[src/rtl/menu_pkg.sv]
// Shared types and constants for the game-and-watch main menu.
package menu_pkg;

  typedef enum logic {
    S_GAME  = 1'b0,
    S_LEVEL = 1'b1
  } menu_state_t;

  typedef enum logic [2:0] {
    SRC_NONE    = 3'd0,
    SRC_TILE    = 3'd1,
    SRC_NAME    = 3'd2,
    SRC_LVL     = 3'd3,
    SRC_LVL_SEL = 3'd4
  } pix_src_t;

  localparam int unsigned MENU_CODE = 1;
  localparam int unsigned GAME_BASE = 2;

endpackage

[src/rtl/menu_btn_edge.sv]
// Rising-edge detector over a vector of debounced button levels.
module menu_btn_edge #(
  parameter int unsigned WIDTH = 4
) (
  input  logic             Clock,
  input  logic             Reset,
  input  logic [WIDTH-1:0] Level,
  output logic [WIDTH-1:0] Press
);

  logic [WIDTH-1:0] prev;

  always_ff @(posedge Clock or posedge Reset) begin
    if (Reset) prev <= '0;
    else       prev <= Level;
  end

  assign Press = Level & ~prev;

endmodule

[src/rtl/menu_controller.sv]
// Main-menu FSM (game then difficulty selection) and per-pixel sprite classifier.
module menu_controller
  import menu_pkg::*;
#(
  parameter int unsigned NUM_GAMES  = 3,
  parameter int unsigned NUM_LEVELS = 2,
  parameter int unsigned CHOICE_W   = 4,
  parameter int unsigned TILE_X0    = 20,
  parameter int unsigned TILE_Y0    = 80,
  parameter int unsigned TILE_W     = 80,
  parameter int unsigned TILE_H     = 80,
  parameter int unsigned TILE_PITCH = 100,
  parameter int unsigned LABEL_Y0   = 190,
  parameter int unsigned LABEL_H    = 10,
  parameter int unsigned LABEL_W    = 40
) (
  input  logic                Clock,
  input  logic                Reset,
  input  logic                Enable,
  input  logic                Left,
  input  logic                Right,
  input  logic                Enter,
  input  logic                Esc,
  input  logic [8:0]          VGAx,
  input  logic [7:0]          VGAy,
  output logic [CHOICE_W-1:0] GameChoice,
  output logic                Launch,
  output logic [2:0]          PixSource,
  output logic [2:0]          PixTile,
  output logic [12:0]         PixIndex
);

  localparam logic [2:0]  GAME_LAST  = 3'(NUM_GAMES - 1);
  localparam logic [1:0]  LEVEL_LAST = 2'(NUM_LEVELS - 1);
  localparam logic [16:0] SEG_W      = 17'(LABEL_W / NUM_LEVELS);

  logic [3:0]  press;
  menu_state_t state;
  logic [2:0]  game;
  logic [1:0]  level;

  menu_btn_edge #(.WIDTH(4)) u_btn_edge (
    .Clock (Clock),
    .Reset (Reset),
    .Level ({Left, Right, Enter, Esc}),
    .Press (press)
  );

  // press[3..0] = Left, Right, Enter, Esc; if/else order gives the priority.
  always_ff @(posedge Clock or posedge Reset) begin
    if (Reset) begin
      state      <= S_GAME;
      game       <= '0;
      level      <= '0;
      GameChoice <= CHOICE_W'(MENU_CODE);
      Launch     <= 1'b0;
    end else begin
      Launch <= 1'b0;
      if (!Enable) begin
        state <= S_GAME;
        game  <= '0;
        level <= '0;
      end else begin
        case (state)
          S_GAME: begin
            if (press[3])      game <= (game == '0) ? GAME_LAST : game - 3'd1;
            else if (press[2]) game <= (game == GAME_LAST) ? '0 : game + 3'd1;
            else if (press[1]) begin
              state <= S_LEVEL;
              level <= '0;
            end
          end
          S_LEVEL: begin
            if (press[3])      level <= (level == '0) ? LEVEL_LAST : level - 2'd1;
            else if (press[2]) level <= (level == LEVEL_LAST) ? '0 : level + 2'd1;
            else if (press[1]) begin
              GameChoice <= CHOICE_W'(GAME_BASE + 32'(game) * NUM_LEVELS + 32'(level));
              Launch     <= 1'b1;
              state      <= S_GAME;
              game       <= '0;
              level      <= '0;
            end else if (press[0]) begin
              state <= S_GAME;
              level <= '0;
            end
          end
          default: state <= S_GAME;
        endcase
      end
    end
  end

  logic [16:0] xw, yw, tx, lx;
  pix_src_t    src_n;
  logic [2:0]  tile_n;
  logic [12:0] idx_n;

  always_comb begin
    src_n  = SRC_NONE;
    tile_n = '0;
    idx_n  = '0;
    tx     = '0;
    lx     = '0;
    xw     = 17'(VGAx);
    yw     = 17'(VGAy);
    for (int unsigned i = 0; i < NUM_GAMES; i++) begin
      tx = 17'(TILE_X0 + i * TILE_PITCH);
      lx = 17'(TILE_X0 + 20 + i * TILE_PITCH);
      if (xw >= tx && xw < tx + 17'(TILE_W) &&
          yw >= 17'(TILE_Y0) && yw < 17'(TILE_Y0 + TILE_H)) begin
        src_n  = SRC_TILE;
        tile_n = 3'(i);
        idx_n  = 13'(17'(TILE_W) * (yw - 17'(TILE_Y0)) + (xw - tx));
      end else if (3'(i) == game && xw >= lx && xw < lx + 17'(LABEL_W) &&
                   yw >= 17'(LABEL_Y0) && yw < 17'(LABEL_Y0 + LABEL_H)) begin
        tile_n = 3'(i);
        idx_n  = 13'(17'(LABEL_W) * (yw - 17'(LABEL_Y0)) + (xw - lx));
        if (state == S_GAME)                       src_n = SRC_NAME;
        else if ((xw - lx) / SEG_W == 17'(level))  src_n = SRC_LVL_SEL;
        else                                       src_n = SRC_LVL;
      end
    end
    if (!Enable) begin
      src_n  = SRC_NONE;
      tile_n = '0;
      idx_n  = '0;
    end
  end

  always_ff @(posedge Clock or posedge Reset) begin
    if (Reset) begin
      PixSource <= SRC_NONE;
      PixTile   <= '0;
      PixIndex  <= '0;
    end else begin
      PixSource <= src_n;
      PixTile   <= tile_n;
      PixIndex  <= idx_n;
    end
  end

endmodule

[config.mk]
export PLATFORM = sky130hd
export DESIGN_NAME = menu_controller
export DESIGN_NICKNAME = d
export VERILOG_FILES = /design/src/rtl/menu_pkg.sv /design/src/rtl/menu_btn_edge.sv /design/src/rtl/menu_controller.sv
export SDC_FILE = /design/constraint.sdc
export NUM_CORES = 1
export LEC_CHECK = 0
export ABC_AREA = 0
export CORE_ASPECT_RATIO = 0.5
export CORE_MARGIN = 5
export CORE_UTILIZATION = 39
export CTS_BUF_LIST = sky130_fd_sc_hd__clkbuf_8
export DETAILED_ROUTE_END_ITERATION = 8
export GPL_ROUTABILITY_DRIVEN = 0
export GPL_TIMING_DRIVEN = 0
export PLACE_DENSITY = 0.65
export SYNTH_ARGS = -nofsm -noshare
export SYNTH_HDL_FRONTEND = slang
export SYNTH_SLANG_ARGS = --single-unit
[constraint.sdc]
create_clock -name Clock -period 2.2 [get_ports Clock]
set_input_delay 0.33 -clock Clock [delete_from_list [all_inputs] [get_ports Clock]]
set_output_delay 0.33 -clock Clock [all_outputs]
set_load 0.03 [all_outputs]
**Word level (Yosys, flattened, before mapping)**

Index checks and enable logic that the tools add are counted.

- Bits in registers: 34
- Input bits: 24
- Output and inout bits: 24
- Logic and storage cells: 152

- Add/sub/neg operators: 20
- Multiply operators: 2
- Divide/modulo/power cells: 3
- $lt $le $gt $ge: 16
- Equal/unequal tests: 15
- Multiplexer cells: 56
- Bitwise gates (word level): 5
- Reduce and logical (&&, ||, !) cells: 26

Operator list:

| operator | number |
|---|---|
| 2-to-1 mux 13 bit | 7 |
| adder 13 bit | 6 |
| 2-to-1 mux 3 bit | 24 |
| divider 17 x 5 -> 17 bit (second input constant) | 3 |
| == test 17 x 2 -> 1 bit | 3 |
| subtractor 9 x 8 -> 10 bit (second input constant) | 3 |
| greater-or-equal comparator 9 x 8 -> 1 bit (second input constant) | 3 |
| logical AND 1 bit | 21 |
| 2-to-1 mux 2 bit | 10 |
| < comparator 9 x 7 -> 1 bit (second input constant) | 2 |
| < comparator 9 x 8 -> 1 bit (second input constant) | 2 |
| < comparator 9 bit (second input constant) | 2 |
| != test 3 bit (second input constant) | 6 |
| multiplier 3 x 17 -> 10 bit (first input constant) | 1 |
| multiplier 3 x 17 -> 9 bit (first input constant) | 1 |
| < comparator 8 bit (second input constant) | 2 |
| 2-to-1 mux 1 bit | 12 |
| subtractor 9 x 5 -> 10 bit (second input constant) | 1 |
| subtractor 9 x 6 -> 10 bit (second input constant) | 1 |
| subtractor 9 x 7 -> 10 bit (second input constant) | 1 |
| greater-or-equal comparator 9 x 5 -> 1 bit (second input constant) | 1 |
| greater-or-equal comparator 9 x 6 -> 1 bit (second input constant) | 1 |
| greater-or-equal comparator 9 x 7 -> 1 bit (second input constant) | 1 |
| subtractor 8 x 7 -> 9 bit (second input constant) | 1 |
| other kinds (25) | 28 |

**Depth between registers and ports, before layout**

Gate-level depths: netlist (run 1).

- Word-level depth: 12
- Gate-level depth with buffers: 19

**Cells and area by module**

Synthesis (run 1) repeated with hierarchy kept, for this count alone.

- Cell total of the unflattened synthesis: 957
- Area, all modules: 7,433.4 um2

By module, submodules not included:

| module | times used | cells each | area an instance (um2) |
|---|---|---|---|
| menu_controller | 1 | 948 | 7,274.5 |
| menu_btn_edge | 1 | 9 | 158.9 |

**Least setup slack after synthesis (run 1)**

OpenSTA, ideal clock, no wires.

- Path type: input to register
- From: in VGAx[3]
- To: reg PixIndex[12]
- Arrival: 4.148 ns
- Required time: 2.081 ns
- Slack: -2.067 ns
- Stages on the path: 17
- Cells stage by stage: clkbuf_1 -> inv_1 -> ha_1 -> clkbuf_1 -> inv_1 -> ha_1 -> a21o_1 -> a21o_1 -> maj3_1 -> a21o_1 -> maj3_1 -> and2_1 -> o41ai_2 -> xnor2_1 -> a221oi_1 -> a211oi_1 -> o21a_1

- Cells in the longest elaborated chain, start to end: 12

RTL lines:

| element | RTL line | text |
|---|---|---|
| from (decl) | menu_controller.sv:24 | `input logic [8:0] VGAx,` |
| branches (longest 10 deep; another with adder 13 bit) | n/a |  |
| 2-to-1 mux 13 bit * | menu_controller.sv:109 | `if (xw >= tx && xw < tx + 17'(TILE_W) &&` |
| 2-to-1 mux 13 bit * | menu_controller.sv:123 | `if (!Enable) begin` |
| net idx_n[12] | menu_controller.sv:96 | `logic [12:0] idx_n;` |
| to (signal assigned) | menu_controller.sv:138 | `PixIndex <= idx_n;` |
| to (decl) | menu_controller.sv:30 | `output logic [12:0] PixIndex` |

Mark *: on every way through the listed nets, which the timed path passes.
A chain may end at the register's enable or synchronous reset.

**Worst setup path after layout (run 1)**

- From: in VGAx[2]
- To: reg PixSource[2]

- Cells in the longest elaborated chain, start to end: 12

RTL lines:

| element | RTL line | text |
|---|---|---|
| subtractor 9 x 6 -> 10 bit or greater-or-equal comparator 9 x 6 -> 1 bit (tied branches) | menu_controller.sv:119, menu_controller.sv:114 |  |
| divider 17 x 5 -> 17 bit or logical AND 1 bit (tied branches) | menu_controller.sv:119, menu_controller.sv:114 |  |
| == test 17 x 2 -> 1 bit or logical AND 1 bit (tied branches) | menu_controller.sv:119, menu_controller.sv:114 |  |
| 2-to-1 mux 3 bit or logical AND 1 bit (tied branches) | menu_controller.sv:119, menu_controller.sv:114 |  |
| 2-to-1 mux 3 bit or logical AND 1 bit (tied branches) | menu_controller.sv:118, menu_controller.sv:115 |  |
| 2-to-1 mux 3 bit | menu_controller.sv:114 | `end else if (3'(i) == game && xw >= lx && xw < lx + 17'(LABEL_W) &&` |
| 2-to-1 mux 3 bit | menu_controller.sv:109 |  |
| 2-to-1 mux 3 bit | menu_controller.sv:114 |  |
| 2-to-1 mux 3 bit | menu_controller.sv:109 |  |
| 2-to-1 mux 3 bit | menu_controller.sv:114 |  |
| 2-to-1 mux 3 bit * | menu_controller.sv:109 |  |
| 2-to-1 mux 3 bit * | menu_controller.sv:123 |  |
| net src_n[2] | menu_controller.sv:94 | `pix_src_t src_n;` |
| to (signal assigned) | menu_controller.sv:136 | `PixSource <= src_n;` |
| to (decl) | menu_controller.sv:28 | `output logic [2:0] PixSource,` |

Mark *: on every way through the listed nets, which the timed path passes. The rest lies on a longest branch.

==> metrics.md, run 1 <==
| Metric | Value |
|---|---|
| Outcome | `complete, but fails checks` |
| Failing checks | `setup timing` |
| Setup Crit Path Kind | `in2reg` |
| Most frequent cell after synthesis | `ha_1` |
| Initial DRC count | `778` |
| Post-Synth Adder-Cell Area | `20.3%` |
| Clock tree from TritonCTS | `built` |
| DRC violations left | `0` |
| I/O pin total | `between 40 and 50` |
| HPWL after DPL | `19.2 mm` |
| Crit path DAT | `3880 ps` |
| Grt total ovfl | `0` |
| EDFF count, synth | `0` |
| Max-cap viol count | `0` |
| Worst skew pair latency | `290 ps` |
| Yosys top cell area share | `17.7%` |
| Final Net Count | `1,212` |
| Share of layout cells above drive strength 1 | `26.8%` |
| Worst setup EP type | `flop` |
| CP Buf/Inv Count | `3` |
| Critical path's top delay family | `compound AO/OA/AOI/OAI gates` |
| Pre-CTS setup slack | `-3120 ps` |
| Post-synth design cell area | `7360 um2` |
| PnR worst setup slack | `-1510 ps` |
| Area delta synth->final | `36.0%` |
| Top post-synthesis cells by area | `ha_1 18%, dfrtp_1 11%, xnor2_1 10%, a21oi_1 6.5%, nor2_1 3.8%` |
| Worst Path Max Fanout | `12` |
| Final Slew Violations | `0` |
| Post-DR wirelength/cell | `19.6 um` |
| Post-synthesis sequential area ratio | `11.2%` |
| Util after Layout | `between 50% and 60%` |
| Worst vdd ir | `about 290 uV` |
| Setup violators final | `17` |
| Setup Skew | `8.02 ps` |
| Die X | `between 200 and 250 um` |
| Synth Area in Compound Gates | `29.9%` |
| Min Clock Period, post-route | `between 3000 and 4000 ps` |
| Fraction of synthesized area in multiplexers | `under 10%` |
| Core area | `between 15,000 and 20,000 um2` |
| First-pass GRT wire length | `about 40 mm` |
| HP Class | `in2async` |
| Router iterations before antenna repair | `6` |
| Predominant post-synthesis flop cell | `dfrtp_1` |
| Leakage power | `0.00424 uW` |
| Final wirelength | `26.2 mm` |
| Via count | `8,033` |
| FF+latch count, synth | `33` |
| F_max | `270 MHz` |
| TritonCTS Buffers | `5` |
| Critical-path cell list | `clkdlybuf4s15_2, clkbuf_8, inv_8, ha_2, nand2b_1, a2111o_1, nor2b_4, or4b_4, o2111a_2, mux2i_2, a211oi_2, a221o_1, a211oi_4, xnor2_2, nor3_1, o2111a_1` |
| Htree depth | `2` |
| Slowest stage cell, crit path | `a2111o_1` |
| # rows | `35` |
| Leading area contributor after synthesis | `ha_1` |
| Xor/xnor share of the synthesized area | `13.5%` |
| Die area | `21,900 um2` |
| Final period utilization | `168%` |
| Fraction of the mapped netlist area in simple logic gates | `17.4%` |
| Post-synth top cells | `104 x ha_1, 95 x a21oi_1, 86 x xnor2_1` |
| Placed Instances | `1,259` |
| Final hold vios | `0` |
| Crit-path max cell delay | `approximately 500 ps` |
| DRT antenna net count | `0` |
| Rel. slew slack | `40.6%` |
| Largest net degree at the start of global routing | `34` |
| Startpoint types | `input port` |
| Slew @ Worst Pin | `slightly below 900 ps` |
| Clk slew on worst S/H paths | `70 ps` |
| GR Util All Layers | `a little under a quarter` |
| Largest family of logic cells by synthesized area | `compound AO/OA/AOI/OAI gates` |
| Cell variety after synth | `92` |
| Initial antenna violation count | `0` |
| Synth Instances | `958` |
| Root Driver | `clkbuf_8` |
| Synth Area per Inst | `just under 8 um2` |
| Post-synthesis async set-or-reset flop share | `100%` |
| CP Data Required Time | `2380 ps` |
| Fill cell count | `between 1,500 and 2,000` |
| Power Density | `533 nW/um2` |
| Drt via density | `6.01` |
| Initial Utilization | `39.9%` |
| Ys Warns | `0` |
| Buffer depth of the longest clock path | `2` |
| Diode count | `0` |
| Vias in the first global route | `7,611` |
| Finished Layout Cells | `1,336` |
| Post-synth net total | `about 1,100` |
| I/O Buffers | `between 40 and 50` |
| Clock Sinks | `33` |
| Die Span Y | `107 um` |
| RSZ-0062 raised after global routing | `yes` |
report_power, final:
part | internal, uW | leakage (uW) | switching, uW
clock | 365 | 0.0000626 | 223
combinational | 1830 | 0.00373 | 2250
sequential | 645 | 0.000439 | 21.1
total | 2840 | 0.00424 | 2500
logic make-up (layout without fill, tap and decap cells):
| group | count (synthesis) | after routing |
|---|---|---|
| buffers and inverters | 113 | 232 |
| AOI/OAI and AO/OA | 322 | 322 |
| xor gates and xnor gates | 112 | 112 |
| other | 1 | 1 |
| and+or+nand+nor | 253 | 253 |
| adders and majority gates | 115 | 115 |
| muxes | 9 | 9 |
| DFF | 33 | 33 |
layout make-up:
type	count	area [um2]	share of cell area [%]
plain buffers	46	425	4.25
multi-input cells	812	6990	69.8
repair buffers	112	1040	10.4
well taps	259	324	3.24
clock inverters	2	33.8	0.337
flip-flops and latches	33	827	8.26
clock buffers	6	82.6	0.825
inverters	66	293	2.92
per-stage QoR:
step / hold WS [ps] / TNS (ps) / total power (uW) / area, um2
finish: 279 / -13280 / 5340 / 10000
global route: 297 / -15070 / 5710 / 10000
CTS: 453 / -12650 / 5000 / 9530
detailed placement: 503 / -43520 / 4050 / 8370
global placement: 494 / -42470 / 3980 / 8370
floorplan: 361 / -12870 / 3260 / 7620
timing repair:
| item | in CTS | in global routing |
|---|---|---|
| setup endpoints to repair | 18 | 20 |
| setup buffers | 45 | 24 |
| hold buffers | 0 | 0 |
| gates resized for setup | 202 | 72 |
| hold endpoints to repair | 0 | 0 |
| pin swaps | 44 | 45 |
registers in the layout (all words and copies together), names as in the netlist:
name             cells
PixTile              2
Launch               1
level                2
GameChoice           4
PixIndex            13
u_btn_edge.prev      4
PixSource            3
game                 3
state                1
cell usage in the layout (no fill, tap or decap), types with 20 or more instances in the layout:
master            n
o21ai_0          43
clkdlybuf4s50_1  30
dfrtp_1          32
nor3_1           20
buf_4            64
a21o_1           22
inv_1            47
ha_1             84
nor2_1           65
xnor2_1          67
nand2_1          46
o21bai_1         20
a21oi_1          78
nand3_1          22
xor2_1           21
metal layers:
| metal | global-route usage (%) | wire length [um] |
|---|---|---|
| met1 | 31.0 | 11500 |
| met2 | 37.3 | 11800 |
| met3 | 4.05 | 2100 |
| met4 | 6.45 | 867 |
| met5 | 0 | 0 |
worst paths after layout:
kind	from	to	slack, ps	depth (start not counted)
worst min-delay path	Reset	PixIndex[9]$_DFF_PP0_	280	2
min in group Clock	Enable	PixIndex[7]$_DFF_PP0_	480	3
max in group asynchronous	Reset	GameChoice[0]$_DFFE_PP1P_	1430	3
worst max register to register	game[0]$_DFFE_PP0P_	PixIndex[8]$_DFF_PP0_	-80	11
worst min register to register	GameChoice[2]$_DFFE_PP0P_	GameChoice[2]$_DFFE_PP0P_	510	1
worst max-delay path	VGAx[2]	PixSource[2]$_DFF_PP0_	-1510	16
Power figures use the tool's default switching activity.
==> run 2: changes to the inputs <==
CORE_MARGIN = not set   (was 5)
==> metrics.md, run 2 (same netlist as run 1, synthesis figures left out) <==
| Metric | Value |
|---|---|
| Outcome | `complete, but fails checks` |
| Post-route cell area | `10,400 um2` |
| Worst skew pair latency | `280 ps` |
| R2R cell count | `7` |
| I/O Buffers | `42` |
| Initial Utilization | `39.9%` |
| Sw Share | `47.9%` |
| Drt via density | `just over 6` |
| Power share of the clock group | `about 8%` |
| Area of the multi-input gates | `7240 um2` |
| Max-cap viol count | `0` |
| Min Clock Period, post-route | `~3800 ps` |
| Rel. slew slack | `between 40% and 50%` |
| Worst Path Max Fanout | `12` |
| Reg2reg start | `game[2]$_DFFE_PP0P_` |
| Share of layout cells above drive strength 1 | `30.7%` |
| Placed Instances | `approximately 1,300` |
| Largest net degree at the start of global routing | `34` |
| HPWL after DPL | `19.1 mm` |
| Worst setup EP type | `flop` |
| Setup Skew | `8.60 ps` |
| Most common cell after layout, fill and taps aside | `buf_4` |
| Power Density | `525 nW/um2` |
| PnR worst setup slack | `-1560 ps` |
| DRT antenna net count | `0` |
| Setup violators final | `16` |
| Root Driver | `clkbuf_8` |
| Leading cell types in the layout, fill and taps excluded | `81 x buf_4, 78 x ha_1, 72 x a21oi_1` |
| I/O pin total | `48` |
| Post-DR wirelength/cell | `19.5 um` |
| Comb power frac | `between 70% and 80%` |
| Slew @ Worst Pin | `759 ps` |
| Critical path's top delay family | `compound AO/OA/AOI/OAI gates` |
| Router iterations before antenna repair | `8` |
| GR Util All Layers | `25.9%` |
| Worst setup startpoint | `VGAx[2]` |
| Setup crit end | `PixSource[1]$_DFF_PP0_` |
| Fill cell count | `1,566` |
| DRC violations left | `0` |
| Critical-path cell list | `clkdlybuf4s15_2, buf_8, clkinv_8, ha_2, nand2b_1, a2111o_1, nor2b_4, or4b_4, o2111a_2, a221oi_2, a211oi_1, a221o_1, a211oi_4, xnor2_2, o31ai_2, a41oi_2` |
| RSZ-0062 raised after global routing | `yes` |
| # rows | `35` |
| HP Class | `in2async` |
| Die area | `19,500 um2` |
| Final period utilization | `171%` |
| Slowest stage cell, crit path | `or4b_4` |
| FF/Latch Area | `827 um2` |
| Seq pwr share | `12.2%` |
| Initial DRC count | `766` |
| Finished Layout Cells | `around 1,400` |
| Buffer depth of the longest clock path | `2` |
| First-pass GRT wire length | `slightly above 40 mm` |
| Internal power | `2840 uW` |
| Leakage power | `0.00438 uW` |
| FF-to-FF End | `PixIndex[9]$_DFF_PP0_` |
| Crit path DAT | `between 3000 and 4000 ps` |
| Clock Sinks | `33` |
| Die Span Y | `99.2 um` |
| Core area | `18,400 um2` |
| Via count | `slightly above 8,000` |
| Final wirelength | `26.5 mm` |
| Crit-path max cell delay | `570 ps` |
| Grt total ovfl | `0` |
| Most flops, register | `PixIndex` |
| Clk slew on worst S/H paths | `roughly 70 ps` |
| Vias in the first global route | `between 7,000 and 8,000` |
| Net Sw Power | `around 2600 uW` |
| Failing checks | `setup timing` |
| Clock tree from TritonCTS | `built` |
| Final Net Count | `1,230` |
| CP Data Required Time | `approximately 2300 ps` |
| Hold-fix buffers at CTS | `0` |
| Worst path depth | `16` |
| Diode count | `0` |
| Max reg flops | `13` |
| R2R Setup Slk | `-20 ps` |
| Area delta synth->final | `41.4%` |
| Placed cell areas | `8370 um2` |
| Setup Crit Path Kind | `in2reg` |
| TritonCTS Buffers | `5` |
| F_max | `266 MHz` |
| Final Slew Violations | `0` |
| Worst vdd ir | `240 uV` |
| Htree depth | `2` |
| Top flop regs | `PixIndex x13, GameChoice x4, u_btn_edge.prev x4` |
| Die X | `196 um` |
| Setup TNS | `-14,500 ps` |
| Initial antenna violation count | `0` |
| CP Buf/Inv Count | `3` |
| Final hold vios | `0` |
| Startpoint types | `input port` |
-- run 2: worst min path at each step --
stage | startpoint | endpoint | slack (ps) | cells past startpoint
floorplan | Esc | u_btn_edge.prev[0]$_DFF_PP0_ | 360 | 0
global placement | GameChoice[2]$_DFFE_PP0P_ | GameChoice[2]$_DFFE_PP0P_ | 510 | 1
detailed placement | GameChoice[2]$_DFFE_PP0P_ | GameChoice[2]$_DFFE_PP0P_ | 510 | 1
CTS | Enable | PixIndex[11]$_DFF_PP0_ | 470 | 2
global route | Reset | PixIndex[12]$_DFF_PP0_ | 300 | 2
finish | Reset | PixIndex[10]$_DFF_PP0_ | 280 | 2
-- run 2: area by class of cell --
class / instances / area share, %
Multi-Input combinational cell: 812 / 69.5
Buffer: 45 / 4.24
Clock inverter: 3 / 0.132
Sequential cell: 33 / 7.94
Clock buffer: 5 / 0.661
Timing Repair Buffer: 131 / 11.4
Inverter: 66 / 2.98
Tap cell: 259 / 3.11
-- run 2: worst register-to-register path, stage by stage (launching register included) --
cell,delay (ps)
dfrtp_1,490
nor4bb_4,310
buf_4,200
buf_4,130
and3_1,140
clkbuf_1,410
a21oi_1,150
a21oi_1,280
-- run 2: layer usage --
metal / vias up / share of wire [%] / global-route usage [%]
li1: 3791 / - / -
met1: 3934 / 44 / 36.5
met2: 378 / 46 / 42.0
met3: 67 / 6.9 / 3.02
met4: 0 / 3.2 / 6.73
met5: - / 0 / 0
-- run 2: per-stage QoR --
step / utilization [%] / power (uW) / setup slack, ps / hold slack (ps)
floorplan: - / 3260 / -1450 / 361
global placement: 45.4 / 3990 / -3050 / 505
detailed placement: 45.4 / 4060 / -3110 / 506
CTS: 53.1 / 5070 / -1600 / 475
global route: 56.5 / 5820 / -1620 / 303
finish: 56.5 / 5460 / -1560 / 280
-- run 2: power by group through the flow --
stage	sequential, uW	combinational, uW	clock (uW)
6_report	668	4360	437
5_1_grt	673	4670	481
4_1_cts	669	3960	444
3_5_place_dp	680	3380	0
3_3_place_gp	679	3310	0
2_1_floorplan	735	2520	0
-- run 2: what timing repair did --
item | 4_1_cts | 5_1_grt
setup buffers | 57 | 32
pin swaps | 68 | 80
setup endpoints to repair | 18 | 20
gates resized for setup | 247 | 82
